File: config.mk
export PLATFORM = sky130hd
export DESIGN_NAME = clock_divider_multi
export DESIGN_NICKNAME = d
export VERILOG_FILES = /design/src/rtl/clock_divider_multi.sv
export SDC_FILE = /design/constraint.sdc
export NUM_CORES = 1
export LEC_CHECK = 0
export CAP_MARGIN = 30
export CORE_UTILIZATION = 50
export CTS_BUF_LIST = sky130_fd_sc_hd__clkbuf_4 sky130_fd_sc_hd__clkbuf_8
export DETAILED_ROUTE_END_ITERATION = 12
export GPL_ROUTABILITY_DRIVEN = 1
export GPL_TIMING_DRIVEN = 0
export PLACE_DENSITY = 0.63
export SYNTH_ARGS = -nofsm -noshare
export SYNTH_HDL_FRONTEND = slang
export SYNTH_SLANG_ARGS = --single-unit
export TNS_END_PERCENT = 100
File: constraint.sdc
create_clock -name clk_in -period 7.9 [get_ports clk_in]
set_clock_uncertainty 0.15 [all_clocks]
set_input_delay 0.79 -clock clk_in [delete_from_list [all_inputs] [get_ports clk_in]]
set_output_delay 0.79 -clock clk_in [all_outputs]
set_load 0.1 [all_outputs]
File: src/rtl/clock_divider_multi.sv
// Multi-channel programmable clock divider: each channel divides clk_in by scale*BASE
// with near-50% duty, per-channel enable, and a scale change that lands on a period boundary.
module clock_divider_multi #(
  parameter int CHANNELS    = 4,
  parameter int SCALE_W     = 8,
  parameter int BASE        = 392160,
  parameter int DIV_W       = 32,
  parameter int RESET_SCALE = 255,
  localparam int CH_W       = (CHANNELS > 1) ? $clog2(CHANNELS) : 1
) (
  input  logic                clk_in,
  input  logic                rst,
  input  logic [CHANNELS-1:0] en,
  input  logic                cfg_we,
  input  logic [CH_W-1:0]     cfg_ch,
  input  logic [SCALE_W-1:0]  cfg_scale,
  output logic [CHANNELS-1:0] cfg_pending,
  output logic [CHANNELS-1:0] clk_out,
  output logic [CHANNELS-1:0] tick
);

  localparam logic [SCALE_W-1:0] RST_SCALE = SCALE_W'(RESET_SCALE);

  function automatic logic [DIV_W-1:0] divisor(input logic [SCALE_W-1:0] s);
    return DIV_W'(s) * DIV_W'(BASE);
  endfunction

  function automatic logic [DIV_W-1:0] high_len(input logic [DIV_W-1:0] d);
    return d - (d >> 1);
  endfunction

  for (genvar i = 0; i < CHANNELS; i++) begin : g_ch
    logic [SCALE_W-1:0] shadow_q;
    logic [DIV_W-1:0]   div_q;
    logic [DIV_W-1:0]   high_q;
    logic [DIV_W-1:0]   cnt_q;
    logic [DIV_W-1:0]   next_div;
    logic               out_q;
    logic               tick_q;
    logic               pending_q;
    logic               bypass;
    logic               write_hit;
    logic               at_end;
    logic               apply;

    // Divisors below 2 cannot be produced by the counter, so the channel passes clk_in through.
    assign bypass    = (div_q < DIV_W'(2));
    assign write_hit = cfg_we && (cfg_ch == CH_W'(i));
    assign at_end    = (cnt_q == div_q - DIV_W'(1));
    assign apply     = pending_q && (bypass || !en[i] || at_end);
    assign next_div  = divisor(shadow_q);

    always_ff @(posedge clk_in) begin
      if (rst) begin
        shadow_q  <= RST_SCALE;
        div_q     <= divisor(RST_SCALE);
        high_q    <= high_len(divisor(RST_SCALE));
        cnt_q     <= '0;
        out_q     <= 1'b0;
        tick_q    <= 1'b0;
        pending_q <= 1'b0;
      end else begin
        if (apply) begin
          div_q     <= next_div;
          high_q    <= high_len(next_div);
          pending_q <= 1'b0;
        end
        // A write landing on the apply cycle stays pending for the following boundary.
        if (write_hit) begin
          shadow_q  <= cfg_scale;
          pending_q <= 1'b1;
        end
        if (!en[i] || bypass) begin
          cnt_q  <= '0;
          out_q  <= 1'b0;
          tick_q <= 1'b0;
        end else begin
          cnt_q  <= at_end ? '0 : cnt_q + DIV_W'(1);
          out_q  <= (cnt_q < high_q);
          tick_q <= (cnt_q == '0);
        end
      end
    end

    assign clk_out[i]     = bypass ? (clk_in & en[i]) : out_q;
    assign tick[i]        = bypass ? en[i] : tick_q;
    assign cfg_pending[i] = pending_q;
  end

endmodule

# Word level (Yosys, flattened, before mapping)
# Index checks and enable logic that the tools add are counted.
[word_totals]
reg_bits = 388
latchBits = 0
ramBits = 0
rom_bits = 0
in_bits = 17
output_inout_bits = 12
word_cells = 116
memories = 0
[op_classes]
add_sub_neg = 12
n_mul = 4
n_div = 0
magnitude_cmp = 8
n_eq_ne = 7
shifts = 0
mux = 16
n_bitwise = 4
n_reduce_logical = 37
[op_table]
columns = ["cell", "count"]
rows = [
  ["32-bit by 1-bit adder with 32-bit output (second input constant)", 4],
  ["32-bit equality test", 4],
  ["32-bit logical NOT", 4],
  ["32-bit less-than comparator", 4],
  ["27-bit by 1-bit subtractor with 28-bit output (second input constant)", 4],
  ["27-bit by 26-bit subtractor with 28-bit output", 4],
  ["27-bit by 2-bit less-than comparator with 1-bit output (second input constant)", 4],
  ["8-bit by 14-bit multiplier with 22-bit output (second input constant)", 4],
  ["1-bit two-way mux", 16],
  ["3-bit OR reduction", 4],
  ["1-bit logical AND", 8],
  ["1-bit logical OR", 8],
  ["2-bit nonzero test", 4],
  ["2-bit OR reduction", 4],
  ["1-bit AND", 4],
  ["2-bit equality test (second input constant)", 2],
  ["1-bit logical NOT", 4],
  ["2-bit by 1-bit equality test with 1-bit output (second input constant)", 1],
  ["2-bit logical NOT", 1],
]

# Depth between registers and ports, before layout
[logic_depth]
word_depth = 6
depth_mapped = 26

==> flow_metrics.tcl <==
set metrics [dict create \
    run_status "completed" \
    track_usage 0.251 \
    rsz0062_at_grt "false" \
    max_slew_margin 0.320 \
    antenna_found_initial 3 \
    grt_pass1_vias 26300 \
    timing.critical_path.required_ps 8470 \
    fill_cells 6209 \
    timing.critical_path.fanout_max 8 \
    fin_crit_sh 0.933 \
    nets 4677 \
    timing.critical_path.slowest_stage_cell "fa_1" \
    hp-class "reg -> reg" \
    crit_family "adder cells" \
    async_flop_share 0 \
    netlist-cell-type-count 95 \
    ctsHoldBuffers 0 \
    coreArea_um2 64500 \
    ant_nets 0 \
    detailed_route_drc_error_count 0 \
    synthesis.instances 4014 \
    timing_max_transition_violations_final 0 \
    floorplan.io_pins 29 \
    worst_slew_pin_slew_ps 1000 \
    setup_violations 0 \
    endpoint_kind_of_the_worst_setup_timing_path "flop" \
    grt_start_max_net_pins 12 \
    postPlaceCellArea_um2 34000 \
    ys_ff_latch 348 \
    critical_path.max_stage_delay_ps 660 \
    worst_setup_hold_path_clk_slew_ps 60 \
    antennaDiodeCount 0 \
    synth.cell_area_um2 32600 \
    finish.utilization 0.555 \
    synthesis.area_per_instance_um2 8.12 \
    hold_violations 0 \
    routed-via-count 27300 \
    dieHeight_um 257 \
    setup_tns_ps 0 \
    yosys_most_used_dff "dfxtp_1" \
    pre_cts_ws_ps 269 \
    drt_first_pass_iters 5 \
    post-cts-setup-buffers 0 \
    die_w_um 257 \
    initial_core_util 0.506 \
    synth-warning-count 0 \
    synth_edf_count 0 \
    drive_gt1_frac 0.0526 \
    detailedRoute.firstIterationViolations 1454 \
    regArea_um2 6970 \
    post-route-min-period_ps 7370 \
    worstSkewPairLatency_ps 770 \
    detail_routed_via_count_per_cell 5.43 \
    routed_wire_length_mm 82.2 \
    cp_data_arrival_time_ps 7940 \
    crit_chain "fa_1, inv_1, fa_1, inv_1, fa_1, inv_1, fa_1, inv_1, ha_1, a2111oi_0, o21ai_0, a41oi_2, xor2_2, ha_1, and3_1, o211ai_1, and2_0, maj3_1, o21ai_0, a31oi_1, o211a_1, or4b_1, nand3_1" \
    grt_overflow_total 0 \
    area_growth_pct 9.71 \
    gpl.final_weighted_congestion 0.851 \
    cts_tree "built" \
    max_cap_viol_count 0 \
    yosysSeqAreaShare 0.214 \
    dpl_hpwl_mm 65.8 \
    io_buffers 28 \
    syn-num-nets 4565 \
    grt_first_pass_wirelength_mm 135 \
    worstSetupPathType "reg -> reg" \
    std_cell_rows 93 \
    finish.instance_area_um2 35800 \
    timing.critical_path.buf_inv 4 \
    die_outline_area_um2 66200 \
    multi_input_area_um2 23200 \
    routed_wire_length_per_instance_um 16.3 \
    setup.worst_path.start_class "flop" \
    final_worst_setup_slack_ps 530 \
    max_clock_freq_ghz 0.136 \
]
layer usage:
layer / up-vias / track usage / share of wire
li1: 14000 / - / -
met4: 2 / 0.0773 / 0.021
met2: 416 / 0.399 / 0.44
met1: 12800 / 0.348 / 0.49
met3: 99 / 0.0397 / 0.047
met5: - / 0 / 0.00015
Yosys cell counts (58+ instances only):
master	n	area [µm²]
inv_1	523	1960
nor2_1	391	1470
ha_1	381	4770
dfxtp_1	348	6970
nand2_1	309	1160
xnor2_1	204	1790
xor2_1	173	1520
a21oi_1	170	851
fa_1	153	3060
o211ai_1	124	931
o21ai_0	123	616
clkbuf_1	112	420
nand3_1	104	521
a21o_1	81	608
nor3_1	80	400
and3_1	59	369
mux2i_1	59	591
nand4_1	58	363
final cells by class:
class | count | share of cell area
sequential | 348 | 0.195
clock buffer | 115 | 0.0403
inverter | 525 | 0.0551
timing repair buffer | 31 | 0.00987
tap | 855 | 0.0299
buffer | 132 | 0.0147
clock inverter | 20 | 0.00770
multi-input combinational | 3009 | 0.648
worst min-delay path, delay by kind of cell, from the launching register on:
family / cells / cell delay [ps]
DFF: 1 / 310
and+or+nand+nor: 1 / 50
AOI/OAI and AO/OA: 1 / 50
path summary, 6_finish.rpt:
kind | from | to | slack [ps] | depth (start not counted)
worst max-delay path | g_ch[0].shadow_q[5] | g_ch[0].high_q[26] | 530 | 23
worst min-delay path | g_ch[3].high_q[30] | g_ch[3].high_q[30] | 310 | 2
worst max register to register | g_ch[0].shadow_q[5] | g_ch[0].high_q[26] | 530 | 23
worst min register to register | g_ch[3].high_q[30] | g_ch[3].high_q[30] | 310 | 2
flip-flops by register name, indices dropped and copies added (netlist names):
register,flops
g_ch.cnt_q,128
g_ch.div_q,86
g_ch.tick_q,4
g_ch.out_q,4
g_ch.high_q,90
g_ch.pending_q,4
g_ch.shadow_q,32
layout by cell type, fill, tap and decap left out, types with 80 or more instances in the layout:
cell type	netlist	routed
nand2_1	309	309
dfxtp_1	348	348
nor2_1	391	391
inv_1	523	523
a21oi_1	170	170
clkbuf_1	112	110
xnor2_1	204	204
nand3_1	104	104
o211ai_1	124	124
fa_1	153	153
clkbuf_8	0	91
xor2_1	173	172
o21ai_0	123	123
nor3_1	80	80
a21o_1	81	81
ha_1	381	381
logic make-up after synthesis:
group | synth area share
xor gates and xnor gates | 0.102
buffers and inverters | 0.0765
adders and majority gates | 0.241
muxes | 0.0216
AOI/OAI and AO/OA | 0.157
and+or+nand+nor | 0.188
DFF | 0.214
through the flow:
step	cells	hold WS, ps
final	5035	311
after global routing	5035	333
after CTS	5034	312
after detailed placement	4903	305
after global placement	4897	292
after floorplan	4014	280
what timing repair did:
item	CTS	global route
hold endpoints to repair	0	0
gates resized for setup	0	4
endpoints found under the setup margin	0	4
Power is not shown: default switching activity piles up to over one toggle a cycle in this logic, so the estimate is an artifact.
